--- config.mk ---
export PLATFORM = sky130hd
export DESIGN_NAME = mod_counter
export DESIGN_NICKNAME = d
export VERILOG_FILES = /design/src/rtl/counter_pkg.sv /design/src/rtl/mod_counter_prescale.sv /design/src/rtl/mod_counter.sv
export SDC_FILE = /design/constraint.sdc
export NUM_CORES = 1
export LEC_CHECK = 0
export CAP_MARGIN = 20
export CORE_AREA = 3 3 40 42
export DETAILED_ROUTE_END_ITERATION = 10
export DIE_AREA = 0 0 43 45
export PLACE_DENSITY = 0.76
export REMOVE_ABC_BUFFERS = 1
export SYNTH_ARGS = -nofsm -noshare
export SYNTH_HDL_FRONTEND = slang
export SYNTH_HIERARCHICAL = 1
export SYNTH_SLANG_ARGS = --single-unit
--- constraint.sdc ---
create_clock -name clk -period 2.6 [get_ports clk]
set_input_delay 0.52 -clock clk [delete_from_list [all_inputs] [get_ports clk]]
set_output_delay 0.52 -clock clk [all_outputs]
set_load 0.005 [all_outputs]
--- src/rtl/counter_pkg.sv ---
// Shared constants and helpers for the counter family: direction/mode encodings
// and the prescaler width helper.
package counter_pkg;

   localparam logic DIR_DOWN     = 1'b0;
   localparam logic DIR_UP       = 1'b1;
   localparam logic MODE_WRAP    = 1'b0;
   localparam logic MODE_ONESHOT = 1'b1;

   // Width of a counter holding 0..n-1; never narrower than one bit.
   function automatic int presc_width(input int n);
      return (n <= 1) ? 1 : $clog2(n);
   endfunction

endpackage

--- src/rtl/mod_counter_prescale.sv ---
// Step-enable strobe generator: counts enabled cycles 0..PRESCALE-1 and fires
// step on the last one. clr zeroes the count and wins over cnt_en.
module mod_counter_prescale
   import counter_pkg::*;
#(
   parameter int PRESCALE = 4
) (
   input  logic clk,
   input  logic reset,
   input  logic cnt_en,
   input  logic clr,
   output logic step
);

   localparam int PW = presc_width(PRESCALE);
   localparam logic [PW-1:0] LAST = PW'(PRESCALE - 1);

   logic [PW-1:0] cnt;

   assign step = cnt_en && !clr && (cnt == LAST);

   always_ff @(posedge clk or negedge reset) begin
      if (!reset) begin
         cnt <= '0;
      end else if (clr) begin
         cnt <= '0;
      end else if (cnt_en) begin
         cnt <= (cnt == LAST) ? '0 : cnt + 1'b1;
      end
   end

endmodule

--- src/rtl/mod_counter.sv ---
// Modulo up/down counter with load, one-shot mode, terminal-count pulse and
// sticky wrap flag. Define MOD_COUNTER_PRESCALE_EN to compile in the prescaler.
module mod_counter
   import counter_pkg::*;
#(
   parameter int WIDTH     = 4,
   parameter int MAX_COUNT = 2**WIDTH - 1,
   parameter int PRESCALE  = 4
) (
   input  logic             clk,
   input  logic             reset,
   input  logic             en,
   input  logic             dir,
   input  logic             mode,
   input  logic             clr,
   input  logic             load,
   input  logic [WIDTH-1:0] load_val,
   output logic [WIDTH-1:0] q,
   output logic             tc,
   output logic             done,
   output logic             ovf
);

   localparam logic [WIDTH-1:0] MAXV = WIDTH'(MAX_COUNT);
   // An illegal parameter set never steps, so it is visible at the first test.
   localparam logic CFG_OK = (WIDTH >= 1) && (PRESCALE >= 1) && (MAX_COUNT >= 0) &&
                             (longint'(MAX_COUNT) <= ((longint'(1) << WIDTH) - 1));

   logic             step;
   logic             at_term;
   logic             lands;
   logic [WIDTH-1:0] q_next;
   logic [WIDTH-1:0] load_clamped;

`ifdef MOD_COUNTER_PRESCALE_EN
   mod_counter_prescale #(
      .PRESCALE (PRESCALE)
   ) u_prescale (
      .clk    (clk),
      .reset  (reset),
      .cnt_en (en && !done && CFG_OK),
      .clr    (clr || load),
      .step   (step)
   );
`else
   assign step = en && !done && CFG_OK;
`endif

   always_comb begin
      load_clamped = (load_val > MAXV) ? MAXV : load_val;
      q_next       = (dir == DIR_UP) ? q + 1'b1 : q - 1'b1;
      at_term      = (dir == DIR_UP) ? (q == MAXV) : (q == '0);
      lands        = (dir == DIR_UP) ? (q_next == MAXV) : (q_next == '0);
   end

   always_ff @(posedge clk or negedge reset) begin
      if (!reset) begin
         q    <= '0;
         tc   <= 1'b0;
         done <= 1'b0;
         ovf  <= 1'b0;
      end else if (clr) begin
         q    <= '0;
         tc   <= 1'b0;
         done <= 1'b0;
         ovf  <= 1'b0;
      end else if (load) begin
         q    <= load_clamped;
         tc   <= 1'b0;
         done <= 1'b0;
      end else begin
         tc <= 1'b0;
         if (step) begin
            if (!at_term) begin
               q <= q_next;
               if (mode == MODE_ONESHOT && lands) begin
                  done <= 1'b1;
                  tc   <= 1'b1;
               end
            end else if (mode == MODE_WRAP) begin
               q   <= (dir == DIR_UP) ? '0 : MAXV;
               tc  <= 1'b1;
               ovf <= 1'b1;
            end else begin
               // One-shot already sitting on terminal (e.g. just loaded): finish in place.
               done <= 1'b1;
               tc   <= 1'b1;
            end
         end
      end
   end

endmodule
Yosys cells after proc, flatten, opt, wreduce, memory -nomap -nowiden

Index checks and enable logic that the tools add are counted.

Muxes and demuxes: 26
Order comparisons: 1
Eq/ne operators: 6
Add/sub/neg operators: 2
Reductions and logical operators: 12

Operators with widths:

| operator            | number |
|---|---|
| $mux 4              | 8 |
| $mux 1              | 18 |
| $eq 4x4->1 const B  | 2 |
| $logic_not 4->1     | 2 |
| $ne 4x4->1 const B  | 2 |
| $add 4x1->4 const B | 1 |
| $gt 4x4->1 const B  | 1 |
| $reduce_and 4->1    | 1 |
| $reduce_bool 2->1   | 2 |
| $reduce_bool 4->1   | 1 |
| $sub 4x1->4 const B | 1 |
| $reduce_and 3->1    | 1 |
| $reduce_bool 3->1   | 1 |
| $logic_and 1x1->1   | 2 |
| $ne 2x1->1 const B  | 1 |
| $ne 2x2->1 const B  | 1 |
| $reduce_and 2->1    | 1 |
| $logic_not 1->1     | 1 |

Bits of input ports: 11
Output and inout port bits: 7
Flip-flop bits (word level): 7
Word-level logic and storage cells: 51

Logic depth before layout (Yosys ltp)

Gate-level depths: netlist of the first run.

Depth after elaboration: 10
Gate-level depth with buffers: 7
Depth with buffers taken out: 7

Worst setup path after synthesis of the first run

Ideal clock, no wire load.

Path type: input port to flip-flop
Start point: input port dir
End point: register tc
Arrival: 1.698 ns
Path buffers: 0
Library setup time: 0.137 ns
Data required time: 2.463 ns
Path slack: 0.765 ns
Stages on the path: 7
Path through: inv_1 > ha_1 > a21o_1 > a21oi_1 > xnor2_1 > mux2i_1 > a311oi_1

Word-level cells in the longest chain between the ends: 9
Elaborated cells on any way between the ends: 11
Classes of those cells: 1 x eq/ne; 8 x mux; 2 x reduce/logical

RTL lines:

| item                                                 | RTL line          | RTL |
|---|---|---|
| start: declaration                                   | mod_counter.sv:13 | `input logic dir,` |
| $mux 4                                               | mod_counter.sv:51 | `q_next = (dir == DIR_UP) ? q + 1'b1 : q - 1'b1;` |
| $eq 4x4->1 / $logic_not 4->1 (equally long branches) | mod_counter.sv:53 | `lands = (dir == DIR_UP) ? (q_next == MAXV) : (q_next == '0);` |
| $mux 1                                               | mod_counter.sv:53 |  |
| $logic_and 1x1->1                                    | mod_counter.sv:76 | `if (mode == MODE_ONESHOT && lands) begin` |
| $mux 1                                               | mod_counter.sv:76 |  |
| $mux 1 *                                             | mod_counter.sv:74 | `if (!at_term) begin` |
| $mux 1 *                                             | mod_counter.sv:73 | `if (step) begin` |
| $mux 1 *                                             | mod_counter.sv:67 | `end else if (load) begin` |
| $mux 1 *                                             | mod_counter.sv:62 | `end else if (clr) begin` |
| end signal: assignment                               | mod_counter.sv:64 | `tc <= 1'b0;` |
| end signal: assignment                               | mod_counter.sv:69 | `tc <= 1'b0;` |
| end signal: assignment                               | mod_counter.sv:72 | `tc <= 1'b0;` |
| end: declaration                                     | mod_counter.sv:19 | `output logic tc,` |

Every way passes the cells marked *; elsewhere a longest branch is shown, timed or not.
A chain may end at the register's enable or synchronous reset.

Worst setup path in the final report of the first run

Ends and elaborated chain as after synthesis.

==> results of run 1 <==
## worst min-delay path, cell delays in order (launching register included)
cell	delay [ns]
dfrtp_1	0.34
nor2_1	0.05
nor2_1	0.07
## area by class of cell
class | count | area (µm²)
Clock buffer | 4 | 26.3
Fill cell | 129 | 472
Inverter | 4 | 15.0
Multi-Input combinational cell | 51 | 393
Sequential cell | 7 | 175
Tap cell | 15 | 18.8
Timing Repair Buffer | 19 | 185
## layer usage
layer	track usage, %	part of all wire, %	vias to the layer above
met2	26.9	44	20
met5	0	0	-
met3	4.78	6.3	7
li1	-	-	280
met1	23.0	46	264
met4	9.04	3.2	0
## power by group through the flow
stage | clock network [mW] | registers (mW) | logic [mW]
CTS | 0.105 | 0.132 | 0.136
detailed placement | 0 | 0.134 | 0.134
floorplan | 0 | 0.132 | 0.0754
global route | 0.111 | 0.135 | 0.150
global placement | 0 | 0.134 | 0.133
finish | 0.102 | 0.132 | 0.135
## cells in the final DEF (no fill, tap or decap), types with 2 or more instances in the layout
cell type | netlist | routed
xnor2_1 | 2 | 2
buf_4 | 0 | 2
nor2_1 | 5 | 5
o21ai_0 | 2 | 2
clkdlybuf4s50_1 | 0 | 17
a21oi_1 | 6 | 6
a22o_1 | 2 | 2
dfrtp_1 | 7 | 7
nand2_2 | 2 | 2
mux2i_1 | 2 | 2
clkbuf_4 | 0 | 3
a21o_1 | 2 | 2
inv_1 | 4 | 4
nand2_1 | 3 | 3
a211oi_1 | 2 | 2
nor3_1 | 2 | 2
and2_1 | 2 | 2
ha_1 | 4 | 4
## synthesized netlist by cell type, types with 3 or more instances
cell type,number
dfrtp_1,7
a21oi_1,6
nor2_1,5
ha_1,4
inv_1,4
nand2_1,3
## kinds of logic (layout without fill, tap and decap cells)
group / count (synthesis) / in the layout / share of synthesized area [%]
buffers and inverters: 5 / 27 / 3.40
AOI/OAI and AO/OA: 20 / 20 / 26.6
DFF: 7 / 7 / 29.8
adders and majority gates: 5 / 5 / 11.9
and+or+nand+nor: 21 / 21 / 20.4
xor gates and xnor gates: 3 / 3 / 4.47
muxes: 2 / 2 / 3.40
## final timing paths
check | cells past startpoint | endpoint | slack (ns) | startpoint
max | 8 | tc$_DFF_PN0_ | 0.40 | dir
min | 2 | ovf$_DFFE_PN0P_ | 0.50 | ovf$_DFFE_PN0P_
max reg2reg | 6 | done$_DFFE_PN0P_ | 0.71 | q[0]$_DFFE_PN0P_
min reg2reg | 2 | ovf$_DFFE_PN0P_ | 0.50 | ovf$_DFFE_PN0P_
max in group asynchronous | 1 | q[2]$_DFFE_PN0P_ | 1.81 | reset
min in group asynchronous | 1 | done$_DFFE_PN0P_ | 0.53 | reset
## state kept, by name, summed over array words and instances (netlist names)
register  count
q             4
ovf           1
done          1
tc            1
## metrics by stage
step / std cells / util [%] / setup slack (ns) / area, µm² / total power, mW
detailed placement: 96 / 61.2 / 0.122 / 787 / 0.268
global route: 100 / 63.3 / 0.279 / 813 / 0.395
CTS: 100 / 63.3 / 0.390 / 813 / 0.373
finish: 100 / 63.3 / 0.400 / 813 / 0.369
floorplan: 62 / - / 0.765 / 583 / 0.207
global placement: 96 / 61.2 / 0.181 / 787 / 0.267
==> run summary, run 1 <==
The number of hold violations in the final report came to 0. STA puts the critical path data required time at 2.73 ns. The arrival time of data at the critical path endpoint came out at 2.33 ns. The number of clock buffers inserted by TritonCTS came out at 3. The die covers 0.00194 mm². The detailed-route DRC error count is 0.

From synthesis to final layout, the design area changed by 38.3%. The gate count after technology mapping came out at 63. The flow ran to the end, and the final reports show no timing, DRC or antenna violations.

The number of buffers inserted to repair setup after CTS is 0. For this block, the via count after detailed routing is 571. After global routing the overflow that remains totals 0.

The final weighted congestion in routability-driven placement came out at 0.807. After synthesis, the share of flip-flops with an asynchronous set or reset is 100%. The synthesized area per cell is 9.33 µm². Of the total power, the share spent switching nets is 33.0%. The clock power share is 27.7%.

The post-route clock period utilization came out at 84.6%. The number of distinct library cells after synthesis came out at 31. The sequential fraction of the synthesis area is 29.8%. The cell family with the largest share of critical-path delay is buffers and inverters.

The vertical die dimension came out at 45 µm. The CTS tree is built. The clock latency reported for the late side of the worst-skew pair is 0.26 ns.

The post-synthesis cell type with the largest combined area is dfrtp_1. The largest fanout on the critical path is 3. The combined buffer and inverter count along the critical path came out at 2. Counting along the longest clock path gives a buffer depth of 2.

The flip-flop and latch count after synthesis is 7. The count of input and output buffers came out at 17. The pin count of the biggest net entering global routing is 10. CTS placed an instance of clkbuf_4 at the clock tree root.

The final clock skew is 0.00466 ns. The share of total power in combinational logic is 36.5%. The count of flip-flops with a built-in enable after synthesis came out at 0. Traced cell by cell, the critical path runs through clkdlybuf4s50_1, inv_1, ha_1, a21o_1, a21oi_1, xnor2_1, mux2i_1, a311oi_1. The half-perimeter wire length of the detailed placement result is 1.11 mm. The detailed-router iteration count before antenna repair came out at 4.

The total count of max-transition violations in the final report came out at 0. Among all flip-flop cells after synthesis, the most frequent one is dfrtp_1. The initial antenna violation count is 0.

The floorplan step set the die width to 43 µm. The post-CTS clock slew at the launch and capture registers of the worst setup and hold paths is 0.06 ns. The number of global-route vias before repair came out at 579. Yosys attributes the largest share of cell area to dfrtp_1 (30%), ha_1 (8.5%), a21oi_1 (5.1%). The aggregate routed wire length is 1.42 mm.

Setup violations remaining at the end of the flow were counted as 0. Setup total negative slack on the finished layout was measured at 0 ns. STA classifies the critical path startpoint as an input port. In this run, post-CTS repair resized a total of 0 instances. The tool flagged a number of max-cap violations equal to 0.

The H-tree depth came out at 1. Per report_power, the sequential group accounts for 35.8% of the total. The via count normalized by instance count is 5.71. The path class of the tightest hold or removal check is reg -> reg. For this run, the slowest stage of the critical path takes 0.49 ns.

The top-area cell type share of the netlist area came out at 29.8%. The total area inside the core boundary comes to 0.00128 mm². The global-route usage over all layers is 17.6%.

The hold buffer count at CTS is 0. The total clock sinks is 7. Setup repair after global routing left no endpoint under its margin.

The power density over cell area came out at 454 mW/mm². The post-detailed-route wirelength per cell is 14.2 µm. The remaining antenna violation count came out at 0. The internal power came out at 0.247 mW. The row count came out at 13. The worst pin sits at a relative slew slack of 76.7%.

STA classifies the critical path endpoint as a flip-flop. The proportion of layout cells with a drive suffix above 1 is 15.3%. IR analysis of the VDD net gives a maximum drop of 0.236 mV. The global-route wire length before repair came out at 2.51 mm. The critical path's slowest cell is clkdlybuf4s50_1.

Timing would allow up to 454 MHz. The worst hold margin came out at 0.496 ns. The post-synthesis cell area came out at 588 µm². The I/O pin count came out at 18.

After layout, the minimum clock period comes to 2.20 ns. In this run the static leakage power is 0.344 nW. The transition time of the tightest slew-check pin is 0.349 ns. The switching power of the nets is 0.122 mW. Yosys printed 6 warnings.

0 antenna diodes ended up in the layout. The count of nets after finishing came out at 102. The number of DRC markers in iteration 0 came out at 5. The setup path with the least slack is of type in -> reg.

The starting density of the core came out at 45.8%.
Note: power is estimated with default switching activity, not from simulation.
==> run 2: changes to the inputs <==
--- a/config.mk
+++ b/config.mk
@@ -6,9 +6,9 @@
 export NUM_CORES = 1
 export LEC_CHECK = 0
 export CAP_MARGIN = 20
-export CORE_AREA = 3 3 40 42
+export CORE_MARGIN = 3
+export CORE_UTILIZATION = 44
 export DETAILED_ROUTE_END_ITERATION = 10
-export DIE_AREA = 0 0 43 45
 export PLACE_DENSITY = 0.76
 export REMOVE_ABC_BUFFERS = 1
 export SYNTH_ARGS = -nofsm -noshare
==> constraint.sdc (replaced) <==
create_clock -name clk -period 2.2 [get_ports clk]
set_input_delay 0.44 -clock clk [delete_from_list [all_inputs] [get_ports clk]]
set_output_delay 0.44 -clock clk [all_outputs]
set_load 0.005 [all_outputs]
==> run summary, run 2 (same netlist as run 1, synthesis figures left out) <==
The run finished with clean final reports. Leaving out fill and tap cells, the most frequent cell in the layout is clkdlybuf4s50_1. The remaining antenna violation count is 0 (unchanged).

The arrival time of data at the critical path endpoint is 2.29 ns (-0.04 ns). The remaining max-slew budget at the tightest pin is 78.5% (+1.8 points). The aggregate global routing overflow was 0 (unchanged). The top achievable clock speed is 468 MHz. The total count of max-transition violations in the final report came out at 0 (unchanged). The width of the die is 42.6 µm (-1.0%). The total negative slack came out at 0 ns (unchanged).

The number of hold violations in the final report is 0 (unchanged). The H-tree depth came out at 1 (unchanged). By startpoint and endpoint, the worst setup path is classified as in -> reg. Ranked by flip-flop count, first place goes to q. The global-route usage over all layers is 18.1% (+0.47 points).

The post-CTS clock slew at the launch and capture registers of the worst setup and hold paths came out at 0.05 ns (about the same). The I/O pin count is 18 (unchanged). The vertical die dimension came out at 42.6 µm (-5.4%). The global-route wire length before repair came to 2.43 mm (-3.3%). The post-detailed-route wirelength per cell is 14.4 µm (+1.3%).

The via count normalized by instance count came to 5.51 (-3.5%). Compared with the post-synthesis result, the final layout area differs by 45.1%. STA classifies the critical path startpoint as an input port. The number of max-cap violations came out at 0 (unchanged). The count of input and output buffers came out at 17 (unchanged). The antenna diode instance count is 0 (unchanged).

The proportion of layout cells with a drive suffix above 1 came to 21.6% (+6.3 points). The row count came out at 12 (-1). The total of endpoints with negative setup slack in the final report came out at 0 (unchanged). TritonCTS built the clock tree. The number of DRC markers in iteration 0 came out at 13 (+8).

The final clock skew came out at 0.00104 ns (-0.00362 ns). The largest fanout on the critical path came out at 6 (+3). The half-perimeter wire length of the detailed placement result came out at 1.21 mm (+8.6%). The post-route clock period utilization is 97.1%. The transition time of the tightest slew-check pin came out at 0.321 ns (-0.0273 ns). The core outline area came out at 0.00119 mm² (-7.7%).

The starting density of the core came out at 49.6% (+3.8 points). The flip-flop count of the largest register, all copies and words added is 4 (unchanged). Leaving out fill and tap cells, the most frequent cells in the layout are clkdlybuf4s50_1 (17), dfrtp_1 (7), nor2_1 (5), a21oi_1 (5), buf_4 (5).

The required time of the critical path is 2.35 ns (-0.38 ns). The power density over cell area came out at 541 mW/mm² (+19%). The filler cell count is 106 (-18%). The pre-CTS setup slack is -0.198 ns (-0.320 ns). The peak supply drop came out at 0.317 mV (+34%).

The clock latency reported for the late side of the worst-skew pair is 0.25 ns (about the same). The final design utilization came out at 71.9% (+8.6 points). The worst-case setup margin in the final layout is 0.0636 ns (-0.336 ns). The detailed-router iteration count before antenna repair came to 3 (-1). The aggregate routed wire length came out at 1.47 mm (+3.3%). The tightest min-delay check is of the in -> async type. The area taken by flip-flops and latches was 175 µm² (unchanged). The leakage power figure came out at 0.372 nW (+8.1%). The number of clock buffers inserted by TritonCTS is 3 (unchanged). The detailed-route DRC error count was 0 (unchanged). The number of global-route vias before repair is 569 (-1.7%). The total die area is 0.00181 mm² (-6.4%). The worst-case clock buffer depth is 2 (unchanged). The pin count of the biggest net entering global routing is 10 (unchanged). The initial antenna violation count came to 0 (unchanged).

The endpoint class of the critical path is a flip-flop. The area of combinational cells with multiple inputs came out at 412 µm² (+4.8%). The final critical path time including I/O delays and setup is 2.14 ns. The total clock sinks is 7 (unchanged).

The final weighted congestion in routability-driven placement is 0.815 (+1.0%). The count of nets after finishing came out at 105 (+2.9%). The hold buffer count at CTS came out at 0 (unchanged). The detailed-route via count came out at 562 (-1.6%). The number of cells traversed by the worst register-to-register path came out at 6 (unchanged). The cell sitting at the root of the clock tree is a clkbuf_4.
==> run 2: cell types whose count changed in the layout (fill, tap and decap cells not counted) <==
cell,delta
a21oi_1,-1
a21oi_2,+1
buf_4,+3
xnor2_1,-2
xnor2_2,+2
==> run 2: repair_timing <==
action                                  in CTS  in global routing
buffers inserted                             0                  1
endpoints found under the setup margin       0                  2
resized for setup                            0                  3
==> run 2: layout make-up <==
type / instances / area share (%)
multi-input combinational: 51 / 48.2
clock buffer: 4 / 3.08
inverter: 4 / 1.76
tap: 14 / 2.05
timing repair buffer: 22 / 24.3
sequential: 7 / 20.5
==> run 2: critical path: stages <==
cell,delay [ns]
clkdlybuf4s50_1,0.41
buf_4,0.17
fa_1,0.46
xnor2_2,0.16
nor3_1,0.22
mux2i_1,0.13
a311oi_1,0.29
==> run 2: final timing paths <==
| path | startpoint | endpoint | slack [ns] |
|---|---|---|---|
| max reg2reg | q[0]$_DFFE_PN0P_ | tc$_DFF_PN0_ | 0.26 |
| min reg2reg | ovf$_DFFE_PN0P_ | ovf$_DFFE_PN0P_ | 0.51 |
| max in group asynchronous | reset | tc$_DFF_PN0_ | 1.52 |
| max | dir | tc$_DFF_PN0_ | 0.06 |
| min | reset | q[1]$_DFFE_PN0P_ | 0.45 |
| min in group clk | ovf$_DFFE_PN0P_ | ovf$_DFFE_PN0P_ | 0.51 |
==> run 2: where the power goes <==
part	total (mW)	internal [mW]	switching (mW)
Combinational	0.186	0.103	0.0833
Clock	0.118	0.0693	0.0488
Sequential	0.157	0.139	0.0184
Total	0.462	0.311	0.150
==> run 2: stage by stage <==
| stage | power (mW) | instances | area [µm²] | hold slack (ns) |
|---|---|---|---|---|
| global route | 0.495 | 102 | 853 | 0.474 |
| finish | 0.462 | 102 | 853 | 0.446 |
| global placement | 0.320 | 97 | 801 | 0.485 |
| CTS | 0.445 | 101 | 827 | 0.456 |
| detailed placement | 0.324 | 97 | 801 | 0.515 |
| floorplan | 0.245 | 62 | 583 | 0.144 |
==> run 2: metal layers <==
metal | GRT usage (%) | wire length (µm)
met1 | 21.0 | 635
met2 | 30.4 | 739
met3 | 5.58 | 60
met4 | 7.45 | 30
met5 | 0 | 0
==> run 3: changes to the inputs <==
--- a/config.mk
+++ b/config.mk
@@ -6,9 +6,10 @@
 export NUM_CORES = 1
 export LEC_CHECK = 0
 export CAP_MARGIN = 20
-export CORE_MARGIN = 3
+export CORE_MARGIN = 8
 export CORE_UTILIZATION = 44
 export DETAILED_ROUTE_END_ITERATION = 10
+export GPL_TIMING_DRIVEN = 0
 export PLACE_DENSITY = 0.76
 export REMOVE_ABC_BUFFERS = 1
 export SYNTH_ARGS = -nofsm -noshare
==> run summary, run 3 (same netlist as run 1, synthesis figures left out) <==
The transition time of the tightest slew-check pin is 0.361 ns (+0.0402 ns). The flip-flop count of the largest register, all copies and words added came out at 4 (unchanged). The antenna diode instance count is 0 (unchanged). The count of input and output buffers is 17 (unchanged).

The required time of the critical path came to 2.32 ns (-0.03 ns). The aggregate routed wire length came out at 1.40 mm (-4.4%). The final weighted congestion in routability-driven placement is 0.783 (-3.9%). The worst hold path belongs to the class in -> async. The library cells used most frequently in the layout, excluding fill and tap cells, are clkdlybuf4s50_1 (16), dfrtp_1 (7), a21oi_1 (6). The startpoint class of the critical path is an input port. The total die area is 0.00276 mm² (+53%). CTS placed an instance of clkbuf_4 at the clock tree root.

The largest stage delay on the critical path is 0.35 ns (-0.11 ns). Compared with the post-synthesis result, the final layout area differs by 35.7%. The worst-case clock buffer depth is 2 (unchanged). The remaining max-slew budget at the tightest pin came out at 75.8% (-2.7 points). The post-detailed-route wirelength per cell was 14.3 µm (-0.46%). The number of global-route vias before repair came to 537 (-5.6%). The flow ran to the end, and the final reports show no timing, DRC or antenna violations. The total clock sinks is 7 (unchanged). The total of endpoints with negative setup slack in the final report is 0 (unchanged). The final critical path time including I/O delays and setup was 2.09 ns (-0.0471 ns). The detailed-route DRC error count is 0 (unchanged). The number of clock buffers inserted by TritonCTS came out at 3 (unchanged). The number of DRC markers in iteration 0 is 3 (-10). STA classifies the critical path endpoint as a flip-flop.

The largest fanout on the critical path is 7 (+1). The clock latency reported for the late side of the worst-skew pair came out at 0.25 ns (about the same). The aggregate global routing overflow came out at 0 (unchanged). TritonCTS built the clock tree. The top achievable clock speed is 479 MHz (+2.3%). The initial antenna violation count is 0 (unchanged). The total design power came out at 0.429 mW (-7.1%).

The remaining antenna violation count came out at 0 (unchanged). The I/O pin count is 18 (unchanged). The critical path is of the in -> reg type.

The number of buffers inserted to repair setup after CTS is 0 (unchanged). The number of hold violations in the final report is 0 (unchanged). The peak supply drop came out at 0.314 mV (-0.92%). The cell family contributing the most delay on the critical path is compound AO/OA/AOI/OAI gates. The half-perimeter wire length of the detailed placement result is 1.14 mm (-5.9%). The filler cell count came to 121 (+14%). The H-tree depth was 1 (unchanged). The via count normalized by instance count is 5.50 (-0.18%).

The number of max-cap violations came to 0 (unchanged). The width of the die came to 52.6 µm (+23%). The register with the most flip-flops in the final layout is q.

The final clock skew came out at 0.00533 ns (+0.00429 ns). The power density over cell area is 537 mW/mm² (-0.73%). The detailed-route via count came to 539 (-4.1%). The combined buffer and inverter count along the critical path came to 2 (unchanged).

The total count of max-transition violations in the final report came to 0 (unchanged). The signal on the critical path passes through clkdlybuf4s15_1, inv_1, ha_1, a21o_1, a21oi_1, xnor2_1, mux2i_1, a311oi_1. The global-route wire length before repair is 2.50 mm (+2.8%).

The starting density of the core is 46.4% (-3.2 points). The critical path's slowest cell is clkdlybuf4s15_1. The proportion of layout cells with a drive suffix above 1 is 13.3% (-8.3 points). The arrival time of data at the critical path endpoint is 2.21 ns (-0.08 ns).

The final design utilization came out at 62.9% (-9.0 points). The detailed-router iteration count before antenna repair was 4 (+1). The core outline area is 0.00127 mm² (+7.0%). The hold buffer count at CTS is 0 (unchanged).

The leakage power figure came out at 0.335 nW (-9.9%). The global-route usage over all layers came out at 12.2% (-5.9 points). Setup repair after global routing left no endpoint under its margin. The count of nets after finishing came out at 100 (-4.8%).

The row count came to 13 (+1). The vertical die dimension is 52.6 µm (+23%). The most common cell after layout, fill and taps aside is clkdlybuf4s50_1. The pin count of the biggest net entering global routing is 11 (+1). The post-route clock period utilization came out at 95.0% (-2.1 points). The number of gates given a new drive strength after cts came out at 1 (+1). The post-CTS clock slew at the launch and capture registers of the worst setup and hold paths is 0.05 ns (about the same).
==> run 3: changes by cell type in the layout (fill, tap and decap cells not counted) <==
cell / previous run / this run
buf_4: 5 / 0
a21oi_2: 1 / 0
clkdlybuf4s50_1: 17 / 16
xnor2_1: 0 / 2
a21oi_1: 5 / 6
xnor2_2: 2 / 0
clkdlybuf4s15_1: 0 / 1
==> run 3: routing by layer <==
layer | vias to the layer above | part of all wire [%] | global-route usage, % | routed length [µm]
met2 | 18 | 45 | 17.6 | 629
met3 | 3 | 11 | 7.67 | 153
li1 | 269 | - | - | -
met1 | 249 | 43 | 14.4 | 609
met4 | 0 | 0.64 | 3.88 | 9
met5 | - | 0 | 0 | 0
==> run 3: worst register-to-register path: stages (launching register included) <==
cell and delay [ns]:
dfrtp_1 0.48, ha_1 0.36, a21o_1 0.19, a21oi_1 0.17
xnor2_1 0.20, mux2i_1 0.28, a311oi_1 0.12
==> run 3: final timing paths <==
path / from / cells past startpoint / slack [ns] / end
worst min-delay path: reset / 1 / 0.43 / done$_DFFE_PN0P_
min in group clk: ovf$_DFFE_PN0P_ / 2 / 0.50 / ovf$_DFFE_PN0P_
max in group asynchronous: reset / 1 / 1.53 / q[0]$_DFFE_PN0P_
worst max register to register: q[1]$_DFFE_PN0P_ / 6 / 0.27 / tc$_DFF_PN0_
worst min register to register: ovf$_DFFE_PN0P_ / 2 / 0.50 / ovf$_DFFE_PN0P_
worst max-delay path: dir / 8 / 0.11 / tc$_DFF_PN0_
==> run 3: report_power, final <==
group / internal (mW) / leakage (nW) / switching (mW)
clock: 0.0693 / 0.0150 / 0.0490
combinational: 0.0801 / 0.227 / 0.0736
sequential: 0.139 / 0.0932 / 0.0179
total: 0.288 / 0.335 / 0.140
==> run 3: metrics by stage <==
stage          instances  worst slack [ns]  TNS, ns  hold slack, ns  area, µm²
5_1_grt               98           0.00977        0           0.451        798
3_5_place_dp          94            -0.446    -1.37           0.498        772
6_report              98             0.111        0           0.434        798
4_1_cts               98            0.0904        0           0.449        797
2_1_floorplan         62             0.445        0           0.144        583
3_3_place_gp          94            -0.412    -1.21           0.481        772
==> run 3: layout make-up <==
class                   instances  area (µm²)  area share (%)
clock buffers                   4        26.3            3.29
inverters                       4        15.0            1.88
multi-input cells              51         393            49.2
flip-flops and latches          7         175            21.9
well taps                      15        18.8            2.35
repair buffers                 17         170            21.3
